[config.mk]
export PLATFORM = sky130hd
export DESIGN_NAME = fnd_scan_controller_flat
export DESIGN_NICKNAME = d
export VERILOG_FILES = /design/src/rtl/fnd_scan_controller_pkg.sv /design/src/rtl/fnd_scan_controller_if.sv /design/src/rtl/fnd_scan_controller_bin_to_bcd_seq.sv /design/src/rtl/fnd_scan_controller.sv /design/src/flat_wrapper.sv
export SDC_FILE = /design/constraint.sdc
export NUM_CORES = 1
export LEC_CHECK = 0
export BUFFER_PORTS_ARGS = -buffer_cell sky130_fd_sc_hd__buf_4
export CAP_MARGIN = 10
export CORE_ASPECT_RATIO = 0.75
export CORE_MARGIN = 3
export CORE_UTILIZATION = 60
export DETAILED_ROUTE_END_ITERATION = 12
export PLACE_DENSITY_LB_ADDON = 0.3
export SETUP_SLACK_MARGIN = 0.1
export SYNTH_ARGS = -nofsm -noshare
export SYNTH_HDL_FRONTEND = slang
export SYNTH_SLANG_ARGS = --single-unit
export TNS_END_PERCENT = 50
[constraint.sdc]
create_clock -name i_clk -period 2.2 [get_ports i_clk]
set_input_delay 0.11 -clock i_clk [delete_from_list [all_inputs] [get_ports i_clk]]
set_output_delay 0.11 -clock i_clk [all_outputs]
set_load 0.01 [all_outputs]
[src/rtl/fnd_scan_controller_pkg.sv]
// Shared constants, FSM encoding and double-dabble helpers for the FND scan path.
// Latency: n/a (declarations and pure functions only).
// Backpressure: n/a.
package fnd_scan_controller_pkg;

  localparam int NUM_DIGITS = 4;
  localparam int BCD_W      = 4;
  localparam int BIN_W      = 14;
  localparam int MAX_VALUE  = 9999;
  localparam int BCD_REG_W  = NUM_DIGITS * BCD_W;

  typedef enum logic [1:0] {
    ST_IDLE   = 2'd0,
    ST_CONV   = 2'd1,
    ST_COMMIT = 2'd2
  } state_e;

  // All digit selects inactive (common-anode, active-low).
  localparam logic [NUM_DIGITS-1:0] DIGIT_OFF = 4'b1111;

  // Segment pattern the downstream font decoder emits when blanked.
  localparam logic [7:0] FONT_BLANK = 8'hff;

  // Add 3 to every BCD nibble that is 5 or more, ahead of the left shift.
  function automatic logic [BCD_REG_W-1:0] dd_adjust(input logic [BCD_REG_W-1:0] bcd);
    logic [BCD_REG_W-1:0] r;
    r = bcd;
    for (int k = 0; k < NUM_DIGITS; k++) begin
      if (r[k*BCD_W +: BCD_W] >= BCD_W'(5)) begin
        r[k*BCD_W +: BCD_W] = r[k*BCD_W +: BCD_W] + BCD_W'(3);
      end
    end
    return r;
  endfunction

  // Clamp anything above four decimal digits to 9999.
  function automatic logic [BIN_W-1:0] saturate(input logic [BIN_W-1:0] v);
    return (v > BIN_W'(MAX_VALUE)) ? BIN_W'(MAX_VALUE) : v;
  endfunction

endpackage

[src/rtl/fnd_scan_controller_if.sv]
// Load/status/display bundle between the value source, the scan controller and the font decoder.
// Latency: n/a (wires only).
// Backpressure: none; i_load is a strobe honoured only while o_busy is low.
import fnd_scan_controller_pkg::*;

interface fnd_scan_controller_if;
  logic [BIN_W-1:0]      i_value;
  logic                  i_load;
  logic                  o_busy;
  logic [BCD_W-1:0]      o_bcd;
  logic                  o_blank;
  logic [NUM_DIGITS-1:0] o_digit;

  modport slave (
    input  i_value, i_load,
    output o_busy, o_bcd, o_blank, o_digit
  );

  modport master (
    output i_value, i_load,
    input  o_busy, o_bcd, o_blank, o_digit
  );
endinterface

[src/rtl/fnd_scan_controller_bin_to_bcd_seq.sv]
// Sequential double-dabble: captures a saturated binary value, then one add-3/shift per step.
// Latency: 14 steps after capture; o_done flags the step that completes the result.
// Backpressure: none; the caller sequences i_start/i_step.
import fnd_scan_controller_pkg::*;

module fnd_scan_controller_bin_to_bcd_seq (
  input  logic                 i_clk,
  input  logic                 i_reset,
  input  logic                 i_start,
  input  logic                 i_step,
  input  logic [BIN_W-1:0]     i_value,
  output logic [BCD_REG_W-1:0] o_bcd,
  output logic                 o_done
);

  localparam int CNT_W = $clog2(BIN_W + 1);

  logic [BIN_W-1:0]     bin_q, bin_d;
  logic [BCD_REG_W-1:0] bcd_q, bcd_d;
  logic [CNT_W-1:0]     cnt_q, cnt_d;

  // Capture on start, otherwise adjust-and-shift one binary bit into the BCD register per step.
  always_comb begin
    bin_d = bin_q;
    bcd_d = bcd_q;
    cnt_d = cnt_q;
    if (i_start) begin
      bin_d = saturate(i_value);
      bcd_d = '0;
      cnt_d = '0;
    end else if (i_step) begin
      {bcd_d, bin_d} = {dd_adjust(bcd_q), bin_q} << 1;
      cnt_d = cnt_q + CNT_W'(1);
    end
  end

  // Conversion state registers.
  always_ff @(posedge i_clk or posedge i_reset) begin
    if (i_reset) begin
      bin_q <= '0;
      bcd_q <= '0;
      cnt_q <= '0;
    end else begin
      bin_q <= bin_d;
      bcd_q <= bcd_d;
      cnt_q <= cnt_d;
    end
  end

  assign o_bcd  = bcd_q;
  assign o_done = i_step && (cnt_q == CNT_W'(BIN_W - 1));

endmodule

[src/rtl/fnd_scan_controller.sv]
// Binary-to-BCD load path plus 4-digit time-multiplexed scan into one font decoder.
// Latency: o_busy high 15 cycles after the load edge; display updates on the edge o_busy drops.
// Backpressure: i_load is ignored while o_busy is high; nothing is queued.
import fnd_scan_controller_pkg::*;

module fnd_scan_controller #(
  parameter int CLK_HZ   = 100_000_000,
  parameter int SCAN_HZ  = 1_000,
  parameter int LZ_BLANK = 1
) (
  input  logic                 i_clk,
  input  logic                 i_reset,
  fnd_scan_controller_if.slave bus
);

  localparam int DIV   = CLK_HZ / SCAN_HZ;
  localparam int PRE_W = $clog2(DIV);
  localparam int IDX_W = $clog2(NUM_DIGITS);

  state_e               state_q, state_d;
  logic                 conv_start, conv_step, conv_done, commit;
  logic [BCD_REG_W-1:0] conv_bcd;
  logic [BCD_REG_W-1:0] disp_q, disp_d;
  logic [PRE_W-1:0]     presc_q, presc_d;
  logic [IDX_W-1:0]     idx_q, idx_d;

  fnd_scan_controller_bin_to_bcd_seq u_conv (
    .i_clk   (i_clk),
    .i_reset (i_reset),
    .i_start (conv_start),
    .i_step  (conv_step),
    .i_value (bus.i_value),
    .o_bcd   (conv_bcd),
    .o_done  (conv_done)
  );

  // Load handshake FSM: IDLE accepts a load, CONV steps the converter, COMMIT publishes.
  always_comb begin
    state_d    = state_q;
    conv_start = 1'b0;
    conv_step  = 1'b0;
    commit     = 1'b0;
    case (state_q)
      ST_IDLE: begin
        if (bus.i_load) begin
          conv_start = 1'b1;
          state_d    = ST_CONV;
        end
      end
      ST_CONV: begin
        conv_step = 1'b1;
        if (conv_done) state_d = ST_COMMIT;
      end
      ST_COMMIT: begin
        commit  = 1'b1;
        state_d = ST_IDLE;
      end
      default: state_d = ST_IDLE;
    endcase
  end

  // Display latch and free-running scan prescaler/index, independent of conversion.
  always_comb begin
    disp_d  = commit ? conv_bcd : disp_q;
    presc_d = presc_q + PRE_W'(1);
    idx_d   = idx_q;
    if (presc_q == PRE_W'(DIV - 1)) begin
      presc_d = '0;
      idx_d   = idx_q + IDX_W'(1);
    end
  end

  // Controller state registers.
  always_ff @(posedge i_clk or posedge i_reset) begin
    if (i_reset) begin
      state_q <= ST_IDLE;
      disp_q  <= '0;
      presc_q <= '0;
      idx_q   <= '0;
    end else begin
      state_q <= state_d;
      disp_q  <= disp_d;
      presc_q <= presc_d;
      idx_q   <= idx_d;
    end
  end

  assign bus.o_busy  = (state_q != ST_IDLE);
  assign bus.o_bcd   = disp_q[idx_q*BCD_W +: BCD_W];
  assign bus.o_digit = DIGIT_OFF ^ (NUM_DIGITS'(1) << idx_q);

  // Blank a non-ones digit when it and every digit above it are zero.
  always_comb begin
    bus.o_blank = 1'b0;
    if ((LZ_BLANK != 0) && (idx_q != '0)) begin
      bus.o_blank = ((disp_q >> (idx_q * BCD_W)) == '0);
    end
  end

endmodule
[src/flat_wrapper.sv]
// flat-port wrapper written by rule: the top's interface ports become plain ports
module fnd_scan_controller_flat 
#(
  parameter int CLK_HZ   = 100_000_000,
  parameter int SCAN_HZ  = 1_000,
  parameter int LZ_BLANK = 1
)
  (i_clk, i_reset, bus_i_value, bus_i_load, bus_o_busy, bus_o_bcd, bus_o_blank, bus_o_digit);
  fnd_scan_controller_if bus_i ();
  input  logic i_clk;
  input  logic i_reset;
  input wire logic [$bits(bus_i.i_value)-1:0] bus_i_value;
  input wire logic [$bits(bus_i.i_load)-1:0] bus_i_load;
  output wire logic [$bits(bus_i.o_busy)-1:0] bus_o_busy;
  output wire logic [$bits(bus_i.o_bcd)-1:0] bus_o_bcd;
  output wire logic [$bits(bus_i.o_blank)-1:0] bus_o_blank;
  output wire logic [$bits(bus_i.o_digit)-1:0] bus_o_digit;
  assign bus_i.i_value = bus_i_value;
  assign bus_i.i_load = bus_i_load;
  assign bus_o_busy = bus_i.o_busy;
  assign bus_o_bcd = bus_i.o_bcd;
  assign bus_o_blank = bus_i.o_blank;
  assign bus_o_digit = bus_i.o_digit;
  fnd_scan_controller #(.CLK_HZ(CLK_HZ), .SCAN_HZ(SCAN_HZ), .LZ_BLANK(LZ_BLANK)) u_core (.i_clk(i_clk), .i_reset(i_reset), .bus(bus_i));
endmodule
==> impl_metrics.csv <==
group,metric,value,unit
logic_synthesis,asyncSetResetFlopFracSynth,1.00,
logic_synthesis,yosysWarnings,0,
place,dpl.hpwl,5.19,mm
cts,clk_pin_slew,0.07,ns
route,totalWireLength,7.60,mm
sta,rsz_0062_raised_after_global_routing,"no",
finish,design.final.nets,422,
sta,maxSlewHeadroom,0.515,
logic_synthesis,seq_area_frac_synth,0.485,
place,portBuffers,26,
cts,clockBufferDepth,2,
finish,most_common_cell_after_layout_fill_and_taps_aside,"sky130_fd_sc_hd__dfrtp_1",
logic_synthesis,ys_top_cells_by_area,"sky130_fd_sc_hd__dfrtp_1 (48%), sky130_fd_sc_hd__ha_1 (5.1%), sky130_fd_sc_hd__o21ai_0 (4.2%), sky130_fd_sc_hd__mux2_2 (4.0%), sky130_fd_sc_hd__xnor2_1 (3.6%)",
worst_setup_path,setup_cp_type,"reg2out",
sta,hold_ws,0.0198,ns
place,gpl.final_weighted_congestion,0.785,
sta,max_slew.worst_pin.slew,0.727,ns
power,power.ir.vdd_worst,680,uV
route,route.antenna.remaining_nets,0,
route,drt-initial-drc-count,204,
power,static-leakage-power,0.00186,uW
logic_synthesis,synth_edf_count,0,
grt,grt_util_all_layers,0.245,
run,max_cap_viol_count,0,
sta,fin_crit,1.88,ns
finish,drive_gt1_frac,0.210,
route,post_drt_wl_per_cell,16.2,um
worst_setup_path,end_kind,"output port",
floorplan,row_count,23,
grt,grt_first_pass_wirelength,13.0,mm
route,drc,0,
hold_path,hp-class,"in2reg",
place,dpl.cell_count,446,
route,via_count,2771,
sta,setup-tns-final,0,ns
finish,finalNonFillerCells,470,
logic_synthesis,yosys.cell_types.count,47,
floorplan,fp.dieW,96.2,um
logic_synthesis,ys_ff_latch,71,
route,routed_via_density,5.90,
cts,clock_latency_at_the_later_pin_of_the_worst_skew_pair,0.35,ns
finish,area_growth,14.8,%
logic_synthesis,ys.flop_type,"sky130_fd_sc_hd__dfrtp_1",
finish,mostFrequentLayoutCells,"sky130_fd_sc_hd__dfrtp_1 (69), sky130_fd_sc_hd__buf_4 (35), sky130_fd_sc_hd__o21ai_0 (31), sky130_fd_sc_hd__nand2_1 (29)",
floorplan,core,5610,um^2
logic_synthesis,syn_nets,386,
route,drt_pass1_iterations,5,
grt,grt_max_degree,72,
run_status,outcome,"complete, no violations",
sta,layout_worst_path_cycle_share,0.857,
sta,timing.final.max_slew_violations,0,
sta,fmaxAchievable,0.531,GHz
cts,cts-root-buf,"sky130_fd_sc_hd__clkbuf_8",
floorplan,initial_utilization,0.653,
sta,setup-violations-final,0,
cts,htreeDepth,3,
grt,grt_overflow_total,0,
sta,hold_viol,0,
logic_synthesis,post_synth.cell_area_avg,10.3,um^2
floorplan,boundary_pin_count,27,
grt,grt_pass1_vias,2592,
worst_setup_path,setup.worst_path.start_class,"register",
cts,clock_sink_count,71,
cts,cts_tree,"built",
cts,tritoncts.num_buffers,9,
sta,clock-skew-final,0.00560,ns
logic_synthesis,yosys.area.top_type_share,0.485,
worst_setup_path,cp_max_fo,10,
logic_synthesis,synth_area_leader_cell,"sky130_fd_sc_hd__dfrtp_1",
floorplan,die-height,73.7,um
floorplan,floorplan.die_area,7090,um^2
finish,antenna-diode-count,0,
logic_synthesis,synthesis.area,3660,um^2
power,power_density,1200,nW/um^2
worst_setup_path,timing.critical_path.required,2.09,ns
worst_setup_path,worstPathArrival,1.77,ns
logic_synthesis,netlist_instances,354,
grt,initial_antenna_violation_count,0,
==> cell families after synthesis <==
family	share of synthesized area
and+or+nand+nor	0.172
xor gates and xnor gates	0.0478
adders and majority gates	0.0512
DFF	0.485
AOI/OAI and AO/OA	0.132
muxes	0.0673
buffers and inverters	0.0451
==> metrics by stage <==
step                total power (uW)  setup slack [ns]  utilization  area, um^2
global route                    5390             0.175        0.749        4210
finish                          5030             0.315        0.749        4210
floorplan                       3420             0.293            -        3660
CTS                             5050             0.167        0.744        4170
detailed placement              3900             0.450        0.699        3920
global placement                3800             0.565        0.699        3920
==> area by class of cell <==
| class | instances | area, um^2 |
|---|---|---|
| Sequential cell | 71 | 1780 |
| Multi-Input combinational cell | 248 | 1720 |
| Fill cell | 401 | 1410 |
| Timing Repair Buffer | 40 | 323 |
| Clock buffer | 10 | 128 |
| Tap cell | 75 | 93.8 |
| Clock inverter | 6 | 85.1 |
| Inverter | 20 | 75.1 |
==> worst paths after layout <==
| path | startpoint | to | slack [ns] | depth (start not counted) |
|---|---|---|---|---|
| worst max register to register | u_core.u_conv.o_bcd[0] | u_core.u_conv.o_bcd[2] | 0.45 | 6 |
| min in group asynchronous | i_reset | u_core.u_conv.bin_q[5] | 0.38 | 4 |
| worst min-delay path | bus_i_value[6] | u_core.u_conv.bin_q[6] | 0.02 | 3 |
| worst min register to register | u_core.u_conv.bin_q[13] | u_core.u_conv.o_bcd[0] | 0.49 | 2 |
| worst max-delay path | u_core.idx_q[1] | bus_o_blank | 0.32 | 6 |
| max in group asynchronous | i_reset | u_core.idx_q[1] | 1.51 | 4 |
==> routing by layer <==
metal  up-vias  global-route usage  share of wire
li1       1333                   -              -
met1      1335               0.367           0.48
met2        89               0.353           0.45
met3        14              0.0522          0.053
met4         0              0.0883          0.015
met5         -                   0              0
==> report_power, final <==
| part | switching (uW) | internal [uW] |
|---|---|---|
| sequential | 402 | 1750 |
| clock | 492 | 634 |
| combinational | 911 | 837 |
==> what timing repair did <==
item                       CTS  global route
hold endpoints to repair    74             0
hold buffers                 4             0
buffers inserted             0             4
resized for setup            1             1
setup endpoints to repair    1             1
==> Yosys cell counts, types with 7 or more instances <==
| master | number |
|---|---|
| sky130_fd_sc_hd__ha_1 | 15 |
| sky130_fd_sc_hd__mux2_2 | 13 |
| sky130_fd_sc_hd__nor2_1 | 22 |
| sky130_fd_sc_hd__dfrtp_1 | 71 |
| sky130_fd_sc_hd__nand2_1 | 29 |
| sky130_fd_sc_hd__buf_2 | 9 |
| sky130_fd_sc_hd__nand2b_1 | 7 |
| sky130_fd_sc_hd__o21ai_1 | 7 |
| sky130_fd_sc_hd__a21oi_1 | 17 |
| sky130_fd_sc_hd__nor3_1 | 7 |
| sky130_fd_sc_hd__xnor2_1 | 15 |
| sky130_fd_sc_hd__o21ai_0 | 31 |
| sky130_fd_sc_hd__nand3_1 | 22 |
| sky130_fd_sc_hd__inv_1 | 20 |
==> critical path, stage by stage (launching register included) <==
cell and delay [ns]:
sky130_fd_sc_hd__dfrtp_2 0.47, sky130_fd_sc_hd__inv_1 0.12, sky130_fd_sc_hd__ha_1 0.21, sky130_fd_sc_hd__nor3_1 0.11, sky130_fd_sc_hd__o21ai_0 0.11, sky130_fd_sc_hd__nor3_1 0.23
sky130_fd_sc_hd__buf_4 0.17
==> sequential cells by signal, indices dropped and copies added (netlist names) <==
| name | cells |
|---|---|
| u_core.presc_q | 17 |
| u_core.disp_q | 16 |
| u_core.u_conv.o_bcd | 16 |
| u_core.u_conv.bin_q | 14 |
| u_core.u_conv.cnt_q | 4 |
| u_core.idx_q | 2 |
| u_core.state_q | 2 |
Power figures use the tool's default switching activity.
